`src/rtl/cdc_pkg.sv`:
```
// Shared CDC helpers for the Gray pointer link: Gray/binary conversion and bit counting.
// Both the binary->Gray encoder side and the Gray->binary decoder side use this package.
package cdc_pkg;

  localparam int MIN_SYNC_STAGES = 2;
  localparam int CDC_MAX_WIDTH   = 64;

  typedef logic [CDC_MAX_WIDTH-1:0] cdc_word_t;

  // Bits at or above 'width' are treated as absent, so narrower buses can be zero-extended into a cdc_word_t.
  function automatic cdc_word_t gray2bin(input cdc_word_t g, input int width);
    cdc_word_t b;
    logic      acc;
    b   = '0;
    acc = 1'b0;
    for (int i = CDC_MAX_WIDTH - 1; i >= 0; i--) begin
      if (i < width) begin
        acc  = acc ^ g[i];
        b[i] = acc;
      end
    end
    return b;
  endfunction

  function automatic cdc_word_t bin2gray(input cdc_word_t b);
    return b ^ (b >> 1);
  endfunction

  function automatic int unsigned popcount(input cdc_word_t v);
    int unsigned n;
    n = 0;
    for (int i = 0; i < CDC_MAX_WIDTH; i++) begin
      if (v[i]) n++;
    end
    return n;
  endfunction

endpackage

```
`src/rtl/g2b_sync_decoder_if.sv`:
```
// Bus bundle between a Gray-pointer consumer and the g2b_sync_decoder.
// master drives the foreign Gray code and error clear; slave is the decoder.
interface g2b_sync_decoder_if #(
  parameter int WIDTH = 8
);

  logic [WIDTH-1:0] gray_in;
  logic             err_clr;
  logic [WIDTH-1:0] bin_out;
  logic             bin_valid;
  logic             updated;
  logic [WIDTH-1:0] delta;
  logic             gray_err;
  logic             err_sticky;

  modport master (
    output gray_in,
    output err_clr,
    input  bin_out,
    input  bin_valid,
    input  updated,
    input  delta,
    input  gray_err,
    input  err_sticky
  );

  modport slave (
    input  gray_in,
    input  err_clr,
    output bin_out,
    output bin_valid,
    output updated,
    output delta,
    output gray_err,
    output err_sticky
  );

endinterface

```
`src/rtl/cdc_sync_bus.sv`:
```
// Plain multi-flop synchroniser for a bus whose bits change one at a time (Gray code).
// Every stage resets asynchronously to zero.
module cdc_sync_bus #(
  parameter int WIDTH       = 8,
  parameter int SYNC_STAGES = 2
) (
  input  logic             clk,
  input  logic             rst,
  input  logic [WIDTH-1:0] d,
  output logic [WIDTH-1:0] q
);

  logic [WIDTH-1:0] stage [SYNC_STAGES];

  always_ff @(posedge clk or posedge rst) begin
    if (rst) begin
      for (int i = 0; i < SYNC_STAGES; i++) stage[i] <= '0;
    end else begin
      stage[0] <= d;
      for (int i = 1; i < SYNC_STAGES; i++) stage[i] <= stage[i-1];
    end
  end

  assign q = stage[SYNC_STAGES-1];

endmodule

```
`src/rtl/g2b_sync_decoder.sv`:
```
// Receive side of a Gray-coded pointer crossing: synchronise, decode to binary, flag updates and step size.
// Define GRAY_ERR_CHK_EN to add the multi-bit Gray step checker (gray_err / err_sticky).
module g2b_sync_decoder
  import cdc_pkg::*;
#(
  parameter int WIDTH       = 8,
  parameter int SYNC_STAGES = 2
) (
  input logic              clk,
  input logic              rst,
  g2b_sync_decoder_if.slave bus
);

  localparam int CNT_W = $clog2(SYNC_STAGES + 2);
  localparam logic [CNT_W-1:0] VALID_AT = CNT_W'(SYNC_STAGES);
  localparam logic [CNT_W-1:0] CNT_SAT  = CNT_W'(SYNC_STAGES + 1);

  if (SYNC_STAGES < MIN_SYNC_STAGES) begin : g_bad_stages
    $error("g2b_sync_decoder: SYNC_STAGES must be at least %0d", MIN_SYNC_STAGES);
  end
  if (WIDTH > CDC_MAX_WIDTH) begin : g_bad_width
    $error("g2b_sync_decoder: WIDTH exceeds %0d", CDC_MAX_WIDTH);
  end

  logic [WIDTH-1:0] gray_s;
  logic [WIDTH-1:0] dec;
  logic [WIDTH-1:0] bin_q;
  logic [WIDTH-1:0] delta_q;
  logic             upd_q;
  logic             valid_q;
  logic [CNT_W-1:0] warm_cnt;
  logic             changed;

  cdc_sync_bus #(
    .WIDTH       (WIDTH),
    .SYNC_STAGES (SYNC_STAGES)
  ) u_sync (
    .clk (clk),
    .rst (rst),
    .d   (bus.gray_in),
    .q   (gray_s)
  );

  assign dec     = WIDTH'(gray2bin(cdc_word_t'(gray_s), WIDTH));
  assign changed = valid_q && (dec != bin_q);

  // bin_valid goes high once the chain has been fully refilled since reset release.
  always_ff @(posedge clk or posedge rst) begin
    if (rst) begin
      warm_cnt <= '0;
      valid_q  <= 1'b0;
    end else begin
      if (warm_cnt != CNT_SAT) warm_cnt <= warm_cnt + 1'b1;
      if (warm_cnt >= VALID_AT) valid_q <= 1'b1;
    end
  end

  always_ff @(posedge clk or posedge rst) begin
    if (rst) begin
      bin_q   <= '0;
      delta_q <= '0;
      upd_q   <= 1'b0;
    end else begin
      bin_q <= dec;
      upd_q <= changed;
      if (changed) delta_q <= dec - bin_q;
    end
  end

  assign bus.bin_out   = bin_q;
  assign bus.bin_valid = valid_q;
  assign bus.updated   = upd_q;
  assign bus.delta     = delta_q;

`ifdef GRAY_ERR_CHK_EN
  logic [WIDTH-1:0] gray_prev;
  logic             illegal_step;
  logic             err_q;
  logic             sticky_q;

  // gray_prev is the Gray word behind bin_out, so the check lines up with the updated pulse.
  assign illegal_step = valid_q && (popcount(cdc_word_t'(gray_s ^ gray_prev)) > 32'd1);

  always_ff @(posedge clk or posedge rst) begin
    if (rst) begin
      gray_prev <= '0;
      err_q     <= 1'b0;
      sticky_q  <= 1'b0;
    end else begin
      gray_prev <= gray_s;
      err_q     <= illegal_step;
      if (illegal_step)     sticky_q <= 1'b1;
      else if (bus.err_clr) sticky_q <= 1'b0;
    end
  end

  assign bus.gray_err   = err_q;
  assign bus.err_sticky = sticky_q;
`else
  logic unused_err_clr;
  assign unused_err_clr = bus.err_clr;
  assign bus.gray_err   = 1'b0;
  assign bus.err_sticky = 1'b0;
`endif

endmodule
```
`src/flat_wrapper.sv`:
```
// flat-port wrapper written by rule: the top's interface ports become plain ports
module g2b_sync_decoder_flat import cdc_pkg::*;
#(
  parameter int WIDTH       = 8,
  parameter int SYNC_STAGES = 2
)
  (clk, rst, bus_gray_in, bus_err_clr, bus_bin_out, bus_bin_valid, bus_updated, bus_delta, bus_gray_err, bus_err_sticky);
  g2b_sync_decoder_if #(.WIDTH(WIDTH)) bus_i ();
  input logic clk;
  input logic rst;
  input wire logic [$bits(bus_i.gray_in)-1:0] bus_gray_in;
  input wire logic [$bits(bus_i.err_clr)-1:0] bus_err_clr;
  output wire logic [$bits(bus_i.bin_out)-1:0] bus_bin_out;
  output wire logic [$bits(bus_i.bin_valid)-1:0] bus_bin_valid;
  output wire logic [$bits(bus_i.updated)-1:0] bus_updated;
  output wire logic [$bits(bus_i.delta)-1:0] bus_delta;
  output wire logic [$bits(bus_i.gray_err)-1:0] bus_gray_err;
  output wire logic [$bits(bus_i.err_sticky)-1:0] bus_err_sticky;
  assign bus_i.gray_in = bus_gray_in;
  assign bus_i.err_clr = bus_err_clr;
  assign bus_bin_out = bus_i.bin_out;
  assign bus_bin_valid = bus_i.bin_valid;
  assign bus_updated = bus_i.updated;
  assign bus_delta = bus_i.delta;
  assign bus_gray_err = bus_i.gray_err;
  assign bus_err_sticky = bus_i.err_sticky;
  g2b_sync_decoder #(.WIDTH(WIDTH), .SYNC_STAGES(SYNC_STAGES)) u_core (.clk(clk), .rst(rst), .bus(bus_i));
endmodule
```
`config.mk`:
```
export PLATFORM = sky130hd
export DESIGN_NAME = g2b_sync_decoder_flat
export DESIGN_NICKNAME = d
export VERILOG_FILES = /design/src/rtl/cdc_pkg.sv /design/src/rtl/g2b_sync_decoder_if.sv /design/src/rtl/cdc_sync_bus.sv /design/src/rtl/g2b_sync_decoder.sv /design/src/flat_wrapper.sv
export SDC_FILE = /design/constraint.sdc
export NUM_CORES = 1
export LEC_CHECK = 0
export BUFFER_PORTS_ARGS = -buffer_cell sky130_fd_sc_hd__buf_4
export CAP_MARGIN = 20
export CELL_PAD_IN_SITES_DETAIL_PLACEMENT = 1
export CELL_PAD_IN_SITES_GLOBAL_PLACEMENT = 1
export CORE_ASPECT_RATIO = 2
export CORE_MARGIN = 2
export CORE_UTILIZATION = 38
export CTS_CLUSTER_SIZE = 25
export DETAILED_ROUTE_END_ITERATION = 10
export PLACE_DENSITY_LB_ADDON = 0.1
export SETUP_SLACK_MARGIN = 0.3
export SLEW_MARGIN = 15
export SYNTH_ARGS = -nofsm -noshare
export SYNTH_HDL_FRONTEND = slang
export SYNTH_SLANG_ARGS = --single-unit
export TNS_END_PERCENT = 50
```
`constraint.sdc`:
```
create_clock -name clk -period 2.6 [get_ports clk]
set_input_delay 0.39 -clock clk [delete_from_list [all_inputs] [get_ports clk]]
set_output_delay 0.39 -clock clk [all_outputs]
set_load 0.01 [all_outputs]
```
### After elaboration in Yosys (flattened, before gate mapping)

Index checks and enable logic that the tools add are counted.
W data, S select, Z words.

* flip-flop bits (word level): 36
* input port bits: 11
* output and inout port bits: 20
* logic and storage cells: 20

* add/sub/neg operators: 2
* order comparisons: 1
* equal/unequal tests: 2
* bitwise gates (word level): 7
* reductions and logical operators: 1

Operators by type and width (count)
* $ne A8 B8 Y1: 1
* $sub A8 B8 Y8: 1
* $xor A1 B1 Y1: 7
* $add A2 B1 Y2 const B: 1
* $ge A2 B2 Y1 const B: 1
* $ne A2 B2 Y1 const B: 1
* $logic_and A1 B1 Y1: 1

### Depth between registers and ports, before layout

* word-level depth: 9
* gate-level depth with buffers: 12
* mapped depth without buffers: 12

### Cells and area by module

Synthesis repeated with hierarchy kept, for this count alone.

* cells, all modules: 127
* area total of the unflattened synthesis: 1579.0 um2

Modules (own cells, without submodules)
* g2b_sync_decoder: times used 1, cells an instance 102, area an instance 1114.8 um2
* cdc_sync_bus: times used 1, cells an instance 25, area an instance 464.2 um2

### Least setup slack after synthesis

OpenSTA, ideal clock, no wires.

* kind: register to register
* start point: reg u_core.u_sync.stage (netlist bit u_core.u_sync.q[7])
* end point: reg u_core.delta_q[6] (netlist: u_core.bus.delta[6])
* arrival time: 2.600 ns
* required time: 2.505 ns
* slack: -0.096 ns
* cell stages (with the launch flop): 13
* buffers on the path: 0
* clock period less this slack: 2.696 ns
* cell sequence: dfrtp_1 > xor2_2 > xnor2_2 > xnor2_2 > xnor2_2 > xor2_1 > ha_1 > fa_1 > nor2b_1 > o31a_1 > o21a_1 > nor3_1 > o31ai_1

* longest elaborated chain between the ends: 9

RTL lines
* start: declaration: line cdc_sync_bus.sv:13 `logic [WIDTH-1:0] stage [SYNC_STAGES];`
* $xor A1 B1 Y1 *: line cdc_pkg.sv:18 `acc = acc ^ g[i];`
* named net u_core.dec[6]: line g2b_sync_decoder.sv:26 `logic [WIDTH-1:0] dec;`
* $xor A1 B1 Y1 * (4 in series): line cdc_pkg.sv:18
* named net u_core.dec[2]: line g2b_sync_decoder.sv:26
* branches (longest 4 deep; another with $sub A8 B8 Y8)
* end signal: assignment: line g2b_sync_decoder.sv:66 `if (changed) delta_q <= dec - bin_q;`
* end: declaration: line g2b_sync_decoder.sv:28 `logic [WIDTH-1:0] delta_q;`

Mark *: on every way through the listed nets, which the timed path passes.
A chain may end at the register's enable or synchronous reset.

### Final worst setup path

* start point: reg u_core.u_sync.stage (netlist bit u_core.u_sync.q[4])
* end point: reg u_core.delta_q[6] (netlist: u_core.bus.delta[6])

* longest elaborated chain between the ends: 7

RTL lines (line)
* $xor A1 B1 Y1 * (3 in series): cdc_pkg.sv:18
* named net u_core.dec[2]: g2b_sync_decoder.sv:26
* branches (longest 4 deep; another with $sub A8 B8 Y8)

Marks and branches as above.

==> impl_metrics.prom <==
# TYPE chip_impl_metric gauge
chip_impl_metric{name="final_cell_count_no_fill",unit=""} 227
chip_impl_metric{name="synth.lib_cells_used.distinct",unit=""} 31
chip_impl_metric{name="synth_area",unit="um^2"} 1505
chip_impl_metric{name="reg2reg_setup_slack",unit="ps"} -150
chip_impl_metric{name="detailedPlacementHpwl",unit="um"} 2298
chip_impl_info{name="setup.worst_path.class",value="reg -> reg"} 1
chip_impl_metric{name="asyncSetResetFlopFracSynth",unit="%"} 100.0
chip_impl_metric{name="p_leak",unit="uW"} 0.001015
chip_impl_metric{name="global_route.usage.met3",unit="%"} 2.556
chip_impl_info{name="synth_top_family_by_area",value="XOR/XNOR gates"} 1
chip_impl_metric{name="max_freq",unit="GHz"} 0.3633
chip_impl_metric{name="grt_max_degree",unit=""} 17
chip_impl_metric{name="ioPinCount",unit=""} 31
chip_impl_metric{name="synthAdderAreaFrac",unit="%"} 8.811
chip_impl_metric{name="netlist.area_leader.share",unit="%"} 59.85
chip_impl_metric{name="finalHoldViolCount",unit=""} 0
chip_impl_metric{name="dpl.cell_count",unit=""} 213
chip_impl_metric{name="synth-edff-count",unit=""} 0
chip_impl_metric{name="die-area",unit="um^2"} 4511
chip_impl_metric{name="slew_viol_final",unit=""} 0
chip_impl_metric{name="avgSynthCellArea",unit="um^2"} 12.65
chip_impl_metric{name="dieWidth",unit="um"} 48.51
chip_impl_metric{name="share_of_the_clock_period_used_by_the_worst_path_after_layout",unit="%"} 105.9
chip_impl_metric{name="cts.hold.buffers_added",unit=""} 0
chip_impl_info{name="post-synth-top-area-cell",value="sky130_fd_sc_hd__dfrtp_1"} 1
chip_impl_metric{name="drt-initial-drc-count",unit=""} 3
chip_impl_info{name="grt.busiest_layer",value="met2"} 1
chip_impl_metric{name="dieHeight",unit="um"} 93.01
chip_impl_metric{name="wirelength",unit="um"} 3175
chip_impl_info{name="tritoncts",value="built"} 1
chip_impl_metric{name="drtPass1Iterations",unit=""} 3
chip_impl_metric{name="worst-endpoint-arrival",unit="ps"} 2950
chip_impl_metric{name="critical_path.max_fanout",unit=""} 3
chip_impl_metric{name="final_antenna_net_count",unit=""} 0
chip_impl_metric{name="ys_seq_area_share",unit="%"} 59.85
chip_impl_metric{name="global_route.overflow_total",unit=""} 0
chip_impl_metric{name="avgRoutedWirePerCell",unit="um"} 13.99
chip_impl_info{name="status",value="finished with violations"} 1
chip_impl_info{name="setup_repair_after_global_routing_missed_its_margin",value="yes"} 1
chip_impl_metric{name="worst_setup_hold_path_clk_slew",unit="ps"} 70
chip_impl_metric{name="drv.max_cap_violation_count",unit=""} 0
chip_impl_metric{name="power-per-cell-area",unit="nW/um^2"} 946.2
chip_impl_metric{name="netlist_instances",unit=""} 119
chip_impl_metric{name="grt_use_met2",unit="%"} 29.75
chip_impl_metric{name="cts.sink_count",unit=""} 36
chip_impl_metric{name="worst_setup_slack_after_layout",unit="ps"} -152.9
chip_impl_metric{name="initial_core_util",unit="%"} 39.16
chip_impl_metric{name="gp_congestion",unit=""} 0.8158
chip_impl_metric{name="slew_headroom",unit="%"} 62.83
chip_impl_metric{name="clock_latency",unit="ps"} 280
chip_impl_metric{name="ys_seq_elements",unit=""} 36
chip_impl_info{name="root_buffer_cell",value="sky130_fd_sc_hd__clkbuf_8"} 1
chip_impl_metric{name="critical-path-max-stage-delay",unit="ps"} 410
chip_impl_metric{name="numCtsBuffers",unit=""} 5
chip_impl_metric{name="clock-skew-final",unit="ps"} 2.236
chip_impl_metric{name="clockBufferDepth",unit=""} 2
chip_impl_metric{name="synthMuxAreaShare",unit="%"} 0
chip_impl_metric{name="drc",unit=""} 0
chip_impl_metric{name="fin_nets",unit=""} 197
chip_impl_metric{name="port_buffers",unit=""} 27
chip_impl_metric{name="yosys_warnings",unit=""} 0
chip_impl_metric{name="core_region_area",unit="um^2"} 3844
chip_impl_metric{name="total_power",unit="uW"} 2054
chip_impl_metric{name="post-route-min-period",unit="ps"} 2753
chip_impl_metric{name="num_vias",unit=""} 1064
chip_impl_metric{name="synth_area_in_simple_gates",unit="%"} 7.066
chip_impl_metric{name="route.detailed.vias_per_inst",unit=""} 4.687
chip_impl_info{name="critical_path.endpoint_type",value="flip-flop"} 1
chip_impl_metric{name="fp-row-count",unit=""} 32
chip_impl_metric{name="proportion_of_layout_cells_with_a_drive_suffix_above_1",unit="%"} 44.32
chip_impl_metric{name="post_dp_cell_area",unit="um^2"} 1901
chip_impl_metric{name="grt_util_all_layers",unit="%"} 14.81
chip_impl_info{name="worstHoldPathType",value="in -> async"} 1
chip_impl_metric{name="vdd.ir_drop.worst",unit="mV"} 0.5779
chip_impl_metric{name="report.final.setup_viol",unit=""} 8
chip_impl_metric{name="synth-compound-area-share",unit="%"} 9.310
chip_impl_info{name="critical-path-top-cell-by-count",value="sky130_fd_sc_hd__xnor2_2"} 1
chip_impl_metric{name="tightestPinTransition",unit="ps"} 556.9
chip_impl_info{name="crit_path_top_delay_cell",value="sky130_fd_sc_hd__dfrtp_1"} 1
chip_impl_metric{name="met1_usage",unit="%"} 12.18
chip_impl_metric{name="cp_data_required_time",unit="ps"} 2790
chip_impl_metric{name="syn2layout_area_growth",unit="%"} 44.22
chip_impl_info{name="failing_checks",value="setup timing"} 1
chip_impl_metric{name="final.setup.tns",unit="ps"} -344.0
chip_impl_metric{name="wire_length_of_the_first_global_routing_pass",unit="um"} 4926
chip_impl_metric{name="synth_xor_area_share",unit="%"} 10.72
chip_impl_info{name="netlist_top_cells_area",value="sky130_fd_sc_hd__dfrtp_1 (60%), sky130_fd_sc_hd__ha_1 (7.5%), sky130_fd_sc_hd__xnor2_1 (3.5%), sky130_fd_sc_hd__xnor2_2 (3.2%), sky130_fd_sc_hd__xor2_1 (2.9%)"} 1
chip_impl_metric{name="grt_antenna_before_repair",unit=""} 0
chip_impl_metric{name="insertedDiodeCount",unit=""} 0
chip_impl_info{name="worstPathCellList",value="xnor2_2 -> xnor2_2 -> xnor2_2 -> xnor2_2 -> xor2_1 -> ha_2 -> fa_2 -> nor2b_2 -> o31a_1 -> o21a_1 -> o21a_1 -> o31ai_1"} 1
chip_impl_metric{name="fin_area",unit="um^2"} 2171
chip_impl_info{name="post-synth-top-count-cell",value="sky130_fd_sc_hd__dfrtp_1"} 1
chip_impl_info{name="postSynth.topFlopCell",value="sky130_fd_sc_hd__dfrtp_1"} 1
chip_impl_metric{name="grt_pass1_vias",unit=""} 1120
chip_impl_info{name="synth_common_cells",value="sky130_fd_sc_hd__dfrtp_1 (36), sky130_fd_sc_hd__inv_1 (11), sky130_fd_sc_hd__ha_1 (9), sky130_fd_sc_hd__nand2_1 (9), sky130_fd_sc_hd__o21ai_0 (7)"} 1
chip_impl_metric{name="htreeDepth",unit=""} 2
chip_impl_info{name="critical_path.startpoint_type",value="flip-flop"} 1
final cells by class:
| class | count | area [um^2] |
|---|---|---|
| inverter | 11 | 41.29 |
| multi-input combinational | 70 | 670.6 |
| sequential | 36 | 900.9 |
| fill | 424 | 1673 |
| timing repair buffer | 52 | 397.9 |
| clock buffer | 7 | 96.34 |
| tap | 51 | 63.81 |
power by group:
group          total [uW]  switching (uW)  leakage, uW  internal [uW]
Sequential            727            59.1     0.000408            668
Combinational         911             414     0.000557            498
Clock                 415             180    0.0000503            236
Total                2050             652      0.00102           1400
routing by layer:
layer  part of all wire [%]  vias up
met5                      0        -
met4                    4.9        0
met3                    2.8       13
met2                     61       27
met1                     31      528
li1                       -      496
worst max-delay path: cells and delay by family, from the launching register on:
family                   cells  cell delay, ps
XOR/XNOR                     5             970
AO/OA/AOI/OAI                4             800
adder cells (fa/ha/maj)      2             440
AND/OR/NAND/NOR              1              50
flip-flops                   1             410
placed cells by master (no fill, tap or decap), types with 2 or more instances in the layout:
master / n
sky130_fd_sc_hd__o21a_1: 3
sky130_fd_sc_hd__nand2_1: 9
sky130_fd_sc_hd__ha_1: 5
sky130_fd_sc_hd__xnor2_1: 3
sky130_fd_sc_hd__nor2b_1: 2
sky130_fd_sc_hd__buf_6: 2
sky130_fd_sc_hd__dfrtp_1: 36
sky130_fd_sc_hd__inv_1: 11
sky130_fd_sc_hd__clkbuf_8: 7
sky130_fd_sc_hd__nor2_1: 2
sky130_fd_sc_hd__a21oi_1: 2
sky130_fd_sc_hd__nand3_1: 2
sky130_fd_sc_hd__ha_4: 3
sky130_fd_sc_hd__o21ai_0: 7
sky130_fd_sc_hd__xor2_1: 4
sky130_fd_sc_hd__xnor2_2: 5
sky130_fd_sc_hd__nor3_1: 2
sky130_fd_sc_hd__conb_1: 2
sky130_fd_sc_hd__buf_4: 50
metrics by stage:
step                setup slack, ps  hold slack, ps  util (%)
finish                       -152.9           158.2     56.48
global route                 -327.9           194.1     56.48
CTS                          -194.2           177.1     53.55
detailed placement           -235.1           337.9     49.45
global placement             -159.7           333.7     49.45
floorplan                    -95.89           331.2         -
path summary, 6_finish.rpt:
path / startpoint / to / depth (start not counted)
setup / recovery: u_core.u_sync.q[4] / u_core.bus.delta[6] / 12
min in group clk: bus_gray_in[5] / u_core.u_sync.stage[13] / 1
setup reg to reg: u_core.u_sync.q[4] / u_core.bus.delta[6] / 12
hold reg to reg: u_core.u_sync.stage[10] / u_core.u_sync.q[2] / 0
hold / removal: rst / u_core.bus.bin_out[0] / 2
max in group asynchronous: rst / u_core.bus.bin_out[7] / 3
cell families after synthesis:
| group | after synthesis |
|---|---|
| AO/OA/AOI/OAI | 21 |
| AND/OR/NAND/NOR | 22 |
| buffers and inverters | 14 |
| flip-flops | 36 |
| other | 1 |
| adder cells (fa/ha/maj) | 10 |
| XOR/XNOR | 15 |
sequential cells by signal, summed over array words and instances, names as in the netlist:
| name | cells |
|---|---|
| u_core.bus.bin_out | 8 |
| u_core.bus.delta | 8 |
| u_core.u_sync.q | 8 |
| u_core.u_sync.stage | 8 |
| u_core.warm_cnt | 2 |
| u_core.bus.bin_valid | 1 |
| u_core.bus.updated | 1 |
repair_timing:
action / in CTS / in global routing
gates cloned: 0 / 1
pin swaps: 5 / 4
buffers inserted: 3 / 3
gates resized for setup: 9 / 10
endpoints found under the setup margin: 9 / 9
(Power assumes the default switching activity.)
